--- config.mk ---
export PLATFORM = sky130hd
export DESIGN_NAME = load_store_unit
export DESIGN_NICKNAME = d
export VERILOG_FILES = /design/src/rtl/load_store_unit.sv
export SDC_FILE = /design/constraint.sdc
export NUM_CORES = 1
export LEC_CHECK = 0
export CORE_AREA = 4 4 199 201
export CTS_CLUSTER_SIZE = 10
export DETAILED_ROUTE_END_ITERATION = 7
export DIE_AREA = 0 0 203 205
export PLACE_DENSITY = 0.68
export SYNTH_ARGS = -nofsm -noshare
export SYNTH_HDL_FRONTEND = slang
export SYNTH_SLANG_ARGS = --single-unit
--- constraint.sdc ---
create_clock -name clk -period 9.5 [get_ports clk]
set_input_delay 1.425 -clock clk [delete_from_list [all_inputs] [get_ports clk]]
set_output_delay 1.425 -clock clk [all_outputs]
set_load 0.03 [all_outputs]
--- src/rtl/load_store_unit.sv ---
// Load/store unit: initiator side of a 64-bit, word-indexed, synchronous-read
// data memory. Handles one request at a time, sub-word loads with zero/sign
// extension, and sub-word stores as read-modify-write.
module load_store_unit #(
  parameter int unsigned MEM_WORDS = 1024
) (
  input  logic        clk,
  input  logic        reset,
  input  logic        req_valid,
  output logic        req_ready,
  input  logic        req_write,
  input  logic [1:0]  req_size,
  input  logic        req_signed,
  input  logic [63:0] req_addr,
  input  logic [63:0] req_wdata,
  output logic        resp_valid,
  output logic [63:0] resp_rdata,
  output logic        resp_err,
  output logic [63:0] MemAdress,
  output logic [63:0] MemWriteData,
  output logic        MemWrite,
  output logic        MemRead,
  input  logic [63:0] MemReadData
);

  typedef enum logic [2:0] {
    IDLE    = 3'd0,
    RD_REQ  = 3'd1,
    RD_WAIT = 3'd2,
    WR      = 3'd3,
    RESP    = 3'd4
  } state_t;

  localparam logic [60:0] WORD_LIMIT = 61'(MEM_WORDS);

  state_t      state, state_nxt;
  logic        write_q, signed_q, err_q;
  logic [1:0]  size_q;
  logic [2:0]  off_q;
  logic [63:0] wdata_q;

  logic        accept, misaligned, out_of_range, req_err;
  logic [5:0]  shift;
  logic [63:0] rd_shifted, load_ext, size_mask, lane_mask, merged;

  assign accept       = req_valid && (state == IDLE);
  assign out_of_range = (req_addr[63:3] >= WORD_LIMIT);
  assign req_err      = misaligned || out_of_range;

  assign req_ready  = (state == IDLE);
  assign MemRead    = (state == RD_REQ);
  assign MemWrite   = (state == WR);
  assign resp_valid = (state == RESP);
  assign resp_err   = (state == RESP) && err_q;

  // Alignment check on the incoming request: offset must be a multiple of the size.
  always_comb begin
    misaligned = 1'b0;
    case (req_size)
      2'b00:   misaligned = 1'b0;
      2'b01:   misaligned = req_addr[0];
      2'b10:   misaligned = |req_addr[1:0];
      default: misaligned = |req_addr[2:0];
    endcase
  end

  // Lane extraction for loads and lane merge for sub-word stores.
  always_comb begin
    shift      = {off_q, 3'b000};
    rd_shifted = MemReadData >> shift;
    load_ext   = rd_shifted;
    size_mask  = '1;
    case (size_q)
      2'b00: begin
        load_ext  = {{56{signed_q & rd_shifted[7]}}, rd_shifted[7:0]};
        size_mask = 64'h0000_0000_0000_00FF;
      end
      2'b01: begin
        load_ext  = {{48{signed_q & rd_shifted[15]}}, rd_shifted[15:0]};
        size_mask = 64'h0000_0000_0000_FFFF;
      end
      2'b10: begin
        load_ext  = {{32{signed_q & rd_shifted[31]}}, rd_shifted[31:0]};
        size_mask = 64'h0000_0000_FFFF_FFFF;
      end
      default: begin
        load_ext  = rd_shifted;
        size_mask = '1;
      end
    endcase
    lane_mask = size_mask << shift;
    merged    = (MemReadData & ~lane_mask) | ((wdata_q << shift) & lane_mask);
  end

  // Next-state decode.
  always_comb begin
    state_nxt = state;
    case (state)
      IDLE: begin
        if (accept) begin
          if (req_err)                              state_nxt = RESP;
          else if (!req_write || req_size != 2'b11) state_nxt = RD_REQ;
          else                                      state_nxt = WR;
        end
      end
      RD_REQ:  state_nxt = RD_WAIT;
      RD_WAIT: state_nxt = write_q ? WR : RESP;
      WR:      state_nxt = RESP;
      RESP:    state_nxt = IDLE;
      default: state_nxt = IDLE;
    endcase
  end

  // State register.
  always_ff @(posedge clk or posedge reset) begin
    if (reset) state <= IDLE;
    else       state <= state_nxt;
  end

  // Request capture, memory address/data and response data registers.
  always_ff @(posedge clk or posedge reset) begin
    if (reset) begin
      write_q      <= 1'b0;
      signed_q     <= 1'b0;
      err_q        <= 1'b0;
      size_q       <= '0;
      off_q        <= '0;
      wdata_q      <= '0;
      MemAdress    <= '0;
      MemWriteData <= '0;
      resp_rdata   <= '0;
    end else if (accept) begin
      write_q    <= req_write;
      signed_q   <= req_signed;
      err_q      <= req_err;
      size_q     <= req_size;
      off_q      <= req_addr[2:0];
      wdata_q    <= req_wdata;
      MemAdress  <= {3'b000, req_addr[63:3]};
      resp_rdata <= '0;
      if (!req_err && req_write && req_size == 2'b11)
        MemWriteData <= req_wdata;
    end else if (state == RD_WAIT) begin
      if (write_q) MemWriteData <= merged;
      else         resp_rdata   <= load_ext;
    end
  end

endmodule

==> results of run 1 <==
[cells in the final DEF (no fill, tap or decap), types with 7 or more instances in the layout]
master	synthesis	routed
nand3_1	22	22
o2bb2ai_1	9	9
mux2i_1	115	115
clkbuf_16	0	31
nor4_1	11	11
buf_4	5	23
a22oi_1	15	15
a22o_1	8	8
a31oi_1	11	10
clkbuf_1	72	7
a221oi_1	8	8
inv_1	17	16
o221ai_1	8	8
dfrtp_1	264	262
clkdlybuf4s50_1	0	392
o21ai_1	51	51
o31ai_1	29	29
mux2_4	45	45
nor3_1	17	16
nor2_1	46	45
nand2_1	484	483
o21a_1	9	9
nand2b_1	14	14
mux2_2	48	48
mux4_2	41	41
a21oi_1	93	93
o21ai_0	47	47
[synthesized netlist by cell type (all sizes together), types with 2 or more instances]
| library cell | number |
|---|---|
| o31ai | 29 |
| a21oi | 93 |
| o21a | 9 |
| o21ai | 98 |
| a31oi | 11 |
| nor2b | 6 |
| mux2 | 97 |
| nor2 | 46 |
| and2 | 4 |
| and3 | 3 |
| o32ai | 4 |
| nand2 | 484 |
| a221oi | 9 |
| mux2i | 115 |
| nand4 | 3 |
| mux4 | 41 |
| a22o | 8 |
| nand3 | 22 |
| o2bb2ai | 9 |
| a211o | 2 |
| nand2b | 14 |
| a22oi | 15 |
| dfrtp | 264 |
| inv | 19 |
| buf | 55 |
| a211oi | 5 |
| or2 | 2 |
| nand3b | 3 |
| nor3 | 18 |
| nor4 | 12 |
| a21o | 2 |
| or3 | 2 |
| a2111oi | 2 |
| clkbuf | 72 |
| o221ai | 8 |
[power breakdown]
part | internal, mW | leakage [nW] | switching [mW]
Combinational | 0.413 | 5.42 | 0.582
Clock | 0.615 | 0.427 | 0.468
Sequential | 1.20 | 3.38 | 0.111
Total | 2.23 | 9.23 | 1.16
[path summary, 6_finish.rpt]
path                                     from               end  slack (ns)
worst max-delay path                req_valid  MemWriteData[53]        5.32
worst min-delay path            MemAdress[55]     MemAdress[55]        0.47
worst max register to register       state[2]  MemWriteData[53]        5.76
worst min register to register  MemAdress[55]     MemAdress[55]        0.47
max in group asynchronous               reset          off_q[1]        6.41
min in group asynchronous               reset  MemWriteData[44]        1.44
[flip-flops by register name (all words and copies together) (netlist names)]
name and flops:
MemWriteData 64, wdata_q 64, resp_rdata 64, err_q 1
write_q 1, signed_q 1, off_q 3, MemAdress 61
state 3, size_q 2
[through the flow]
| step | hold slack, ns | worst slack, ns |
|---|---|---|
| 2_1_floorplan | 0.441 | 0.806 |
| 3_3_place_gp | 0.457 | 4.83 |
| 3_5_place_dp | 0.464 | 4.75 |
| 4_1_cts | 0.476 | 5.36 |
| 5_1_grt | 0.503 | 5.15 |
| 6_report | 0.471 | 5.32 |
[routing by layer]
metal / vias to the layer above / share of wire
met2: 815 / 0.44
met3: 109 / 0.12
met4: 6 / 0.027
met1: 6854 / 0.41
li1: 6209 / -
met5: - / 0.0013
[worst max-delay path, stage by stage]
cell,delay [ns]
clkdlybuf4s50_1,0.59
and2_4,0.21
buf_4,0.75
buf_4,0.90
or3_1,0.41
o221ai_1,0.17
mux2i_1,0.17
[logic make-up (layout without fill, tap and decap cells)]
kind of cell	count (synthesis)	count (layout)	share of synthesized area
other	1	3	0.000249
multiplexers	253	253	0.222
flip-flops	264	264	0.439
buffers and inverters	147	479	0.0429
AND/OR/NAND/NOR	622	622	0.169
AO/OA/AOI/OAI	308	308	0.126
[area by class of cell]
class                           instances  area (um2)  share of cell area
Clock buffer                           42         857              0.0425
Inverter                               20        82.6             0.00410
Tap cell                              511         639              0.0317
Multi-Input combinational cell       1186        7850               0.389
Sequential cell                       264        6610               0.328
Clock inverter                          2        13.8            0.000683
Timing Repair Buffer                  415        4100               0.203
==> run summary, run 1 <==
The flow ran to the end, and the final reports show no timing, DRC or antenna violations. In this run the remaining antenna-violating nets after routing total 0. Cell area after placement: 19300 um2.

The most utilized layer in the global route result is met2. The area growth from synthesis to layout is 34.0%. The run gives 0 ns as the aggregate negative setup slack.

The net count of the finished layout is 2117. The final layout contains routed wiring with a total length of 60700 um. The tools report the kind of capture point of the worst setup path as a flip-flop.

The portion of the post-synthesis area used by sequential elements was 0.439; the wire length per cell after detailed routing was 24.9 um. The number of warnings issued by yosys is 0. Fill cells in the final layout number 3376. The count of TritonRoute iterations in the first routing pass is 6, and the core outline area is 37600 um2.

396 I/O pins were placed. The cell count of the worst hold path is 2, and the global routing usage on met3 is 0.0875. The share of the synthesized area in the top cell type was 0.439. The tree built by TritonCTS fans out to 264 sinks. By area the synthesized netlist is led by dfrtp_1, nand2_1, mux2i_1.

The root buffer cell chosen for the clock tree is clkbuf_16. The first global-routing pass estimated 89200 um of wire. The hold violation total from the final report was 0. The run gives 1503 as the violation count after the first detailed-route iteration. The number of setup buffers added after CTS is 0, and the met2 global-route usage is 0.431.

The run gives 3.39 mW as the overall power. The number of hold-repair buffers added at the cts stage was 0; the top achievable clock speed was 0.239 GHz. Port buffering added 392 buffers.

The die covers 41600 um2. The initial core utilization is 0.400, and the maximum buffer depth of the clock tree is 3. At the pin with the least slew margin, the transition time is 1.34 ns. The total number of vias was 14000. Counting every instance in the synthesized netlist gives 1595. The average instance in the mapped netlist occupies 9.43 um2. Global routing finished with a remaining overflow of 0. The number of cells in the finished layout apart from fillers is 2440, and the total global-route track usage is 0.281. After clock tree synthesis, the clock-pin slew on the worst setup and hold paths is 0.06 ns. Once detailed placement completed, the half-perimeter wirelength came to 45400 um. Number of buffers created by CTS: 31. Setup repair after global routing left no endpoint under its margin. The run gives 0 as the count of endpoints failing setup in the final report. The top flip-flop cell by instance count after synthesis was dfrtp_1.

After routing the design area is 20200 um2. The count of cells along the worst register-to-register path is 7, and the power density of the placed cells is 168 nW/um2. For the number of global-route vias before repair, the log shows 13800. The share of synthesized registers carrying an async set or reset came out at 1.00. Total number of H-tree levels: 1. Largest clock skew in the final design: 0.0144 ns. The logs give 4.67 ns for the endpoint arrival time on the critical path and 0 for the final-report max-slew violation count.

Reported leakage power: 9.23 nW. TritonCTS built the clock tree. The synthesized design contains 0 enable-type register cells.

For the post-synthesis cell type count, the log shows 55. The mapped netlist covers 15000 um2. The repair_antennas step left the layout with diodes totalling 0. The tools report the initial antenna violation count as 4. The floorplan has 71 rows. The final cell utilization of the core is 0.536.

The layout cell share with drive strength beyond 1 is 0.110. The later pin in the worst-skew pair is clocked with a latency of 0.58 ns. Routability-driven placement finished with a final weighted congestion of 0.981. Post-cts resize count: 0. The worst setup path is launched from an input port.

The run gives 0.390 as the met1 usage. For the required time at the endpoint of the critical path, the log shows 9.99 ns. The instance count after placement with tap cells included came out at 2396.

Subtracting the final worst setup slack from the clock period gives 4.18 ns. The library cell with the largest summed area after synthesis was dfrtp_1. The floorplan step set the die width to 203 um. The total of max-cap violations was 0; the largest net degree at the start of global routing was 129. Counting flops and latches in the post-synthesis netlist gives 264. The ratio of final minimum period to clock period came out at 0.440. Headroom to the max-slew limit: 0.102. The height of the chip came out at 205 um. The critical path is of the in2reg type. The class of the most critical hold timing path was reg2reg. The largest vdd supply drop is 0.000131 V.

For this run, design rule violations remaining after detail routing come to 0. Maximum net fanout on the critical path: 99. Using the TritonRoute via totals, the vias-per-cell ratio works out to 5.73.
Note: power is estimated with default switching activity, not from simulation.
==> run 2, diff against run 1 <==
==> constraint.sdc (replaced) <==
create_clock -name clk -period 4.1 [get_ports clk]
set_input_delay 0.615 -clock clk [delete_from_list [all_inputs] [get_ports clk]]
set_output_delay 0.615 -clock clk [all_outputs]
set_load 0.03 [all_outputs]
==> run 2 against run 1 <==
  * Via count hardly changed
  * Clock skew increased by 0.012 ns
  * Die area did not move
  * Clock power is 130% higher
  * Highest routed layer unchanged
  * Critical path type is now reg2reg
  * Core utilization up 0.43 points
  * Non-clock buffer count up 12
  * Cell area rose by 0.81%
  * Register-to-register slack got worse by 4.9 ns
==> run summary, run 2 (synthesized netlist as in run 1, its figures left out) <==
The tools report the number of sinks handled by clock tree synthesis as 264. Routability-driven placement finished with a final weighted congestion of 0.981. The routed design could run at a clock period as short as 3.20 ns. The largest vdd supply drop is 0.000312 V, and the number of cells in the finished layout apart from fillers is 2448. The hold violation total from the final report is 0. Before CTS, the worst setup slack after placement is 0.318 ns. The total global-route track usage was 0.283; the aggregate negative setup slack was 0 ns.

Leaving out fill and tap cells, the most frequent cells in the layout are nand2_1, clkdlybuf4s50_1, dfrtp_1. The initial core utilization was 0.400. Leaving out fill and tap cells, the most frequent cell in the layout is nand2_1. Along the worst path, the maximum fanout reaches 65.

The largest registers in the layout are MemWriteData: 64 flops, resp_rdata: 64 flops, wdata_q: 64 flops. The wire length per cell after detailed routing is 24.8 um, and the area overhead of the layout relative to synthesis is 35.1%. The first global-routing pass estimated 90100 um of wire. The tightest hold path in the finished design has a slack of 0.473 ns.

The run gives 0 as the final-report max-slew violation count. The topmost layer with routed signal wires was met5. The critical path crosses 6 cells after its start point. Fill cells in the final layout number 3381. The number of global-route vias before repair is 13900.

The run gives 1224 as the violation count after the first detailed-route iteration. Power spread over the standard cell area amounts to 386 nW/um2. In the routed design, unresolved DRC markers number 0. The worst setup path is launched from a flip-flop.

The reported leakage power was 9.31 nW; the chip width was 203 um. Ratio of final minimum period to clock period: 0.780. The run finished with clean final reports. The total congestion overflow after global routing came out at 0. The clock passes through at most 3 buffers.

Once detail routing completed, the nets flagged for antenna violations numbered 0. The layout cell share with drive strength beyond 1 was 0.115. The total buffers and inverters traversed by the critical path works out to 1. The logs give 4.47 ns for the required time at the endpoint of the critical path and 14000 for the total number of vias. The tools report the clock latency on the worst-skew pair as 0.58 ns. For the top achievable clock speed, the log shows 0.313 GHz.

Clock skew on the completed layout was measured at 0.0263 ns. The quantity of I/O buffers inserted on ports is 392, and the largest net degree at the start of global routing is 193. The post-cts resize count came out at 0. During I/O placement, the number of pins put on the boundary was 396. The number of diodes added for antenna fixing was 0. Class of the most critical hold timing path: reg2reg. The kind of capture point of the worst setup path was a flip-flop. The tools report the minimum setup slack in the final design as 0.903 ns. The clock transition at the registers of the reported paths was 0.06 ns.

The critical path goes through mux2_2, o2bb2ai_1, nor4bb_1, buf_4, a21oi_1, a21oi_1. The instance count after placement with tap cells included was 2408. Summed over all layers, the routed wires come to 60700 um.

Delay of the slowest critical-path stage: 1.02 ns. Setup repair after global routing left no endpoint under its margin. The source of the worst register-to-register timing path was off_q[1]. The total of max-cap violations came out at 0.

Detailed routing placed a total of 6940 um of wire on met3. The headroom to the max-slew limit came out at 0.184. The die covers 41600 um2. The tools report the capture point of the worst reg-to-reg path as resp_rdata[21]. Count of cells along the worst register-to-register path: 6. The setup path with the least slack is of type reg2reg. The cell with the largest stage delay on the worst path is dfrtp_4.

The tools report the detailed route wirelength on metal2 as 27000 um. The pin slew with the least headroom to its limit was 1.22 ns; the final cell utilization of the core was 0.541. The half-perimeter wire length after placement was 46000 um; the initial antenna violation count was 2.

The detailed router put a total of 25200 um of wire on met1. The total number of H-tree levels was 1; the number of hold-repair buffers added at the cts stage was 0. TritonCTS built the clock tree. For this run, the detailed router's first-pass iteration total came to 5.

The most numerous cell type found on the critical path is a21oi_1. In this run the clock root is driven by a clkbuf_16. In this run the worst setup path begins at off_q[1]. In this run, CTS created clock tree buffers numbering 31. For this run, the post-layout net count is 2129. The per-cell via count in the routed design is 5.72.

The run gives 0 as the count of endpoints failing setup in the final report. For flop-to-flop paths, the worst setup slack is 0.90 ns. In this run the worst setup path terminates at resp_rdata[21].

In this run the vertical extent of the chip is 205 um. Cell family contributing the most delay on the critical path: compound AO/OA/AOI/OAI gates. The logs give 37600 um2 for the core outline area and 3.57 ns for the endpoint arrival time on the critical path. Number of setup buffers added after CTS: 0.

For the floorplan row count, the log shows 71.
## run 2: power breakdown
group / internal (mW) / switching, mW / leakage, nW
Clock: 1.38 / 1.08 / 0.406
Combinational: 0.982 / 1.36 / 5.52
Sequential: 2.78 / 0.260 / 3.38
Total: 5.14 / 2.70 / 9.31
## run 2: how the worst min path moves through the flow
| stage | startpoint | to | slack, ns | depth (start not counted) |
|---|---|---|---|---|
| final | MemAdress[37] | MemAdress[37] | 0.47 | 2 |
| after global routing | wdata_q[63] | wdata_q[63] | 0.49 | 2 |
| after CTS | MemAdress[35] | MemAdress[35] | 0.47 | 2 |
| after detailed placement | MemAdress[35] | MemAdress[35] | 0.46 | 2 |
| after global placement | MemAdress[39] | MemAdress[39] | 0.46 | 2 |
| after floorplan | wdata_q[63] | wdata_q[63] | 0.44 | 2 |
## run 2: through the flow
stage	cell area, um2	total power, mW
final	20300	7.84
after global routing	20300	8.14
after CTS	20300	7.82
after detailed placement	19500	5.37
after global placement	19500	5.35
after floorplan	15000	4.38
## run 2: layer usage
layer	track usage	up-vias
li1	-	6250
met1	0.397	6822
met2	0.438	809
met3	0.0785	107
met4	0.0694	4
met5	0	-
## run 2: worst min-delay path: stages, from the launching register on
cell and delay [ns]:
dfrtp_1 0.34, nand2_1 0.05, nand2_1 0.05
## run 2: layout make-up
| type | instances | area, um2 | area share |
|---|---|---|---|
| clock buffer | 38 | 822 | 0.0405 |
| clock inverter | 2 | 12.5 | 0.000616 |
| inverter | 20 | 78.8 | 0.00388 |
| multi-input combinational | 1186 | 7850 | 0.386 |
| sequential | 264 | 6610 | 0.326 |
| tap | 511 | 639 | 0.0315 |
| timing repair buffer | 427 | 4300 | 0.212 |
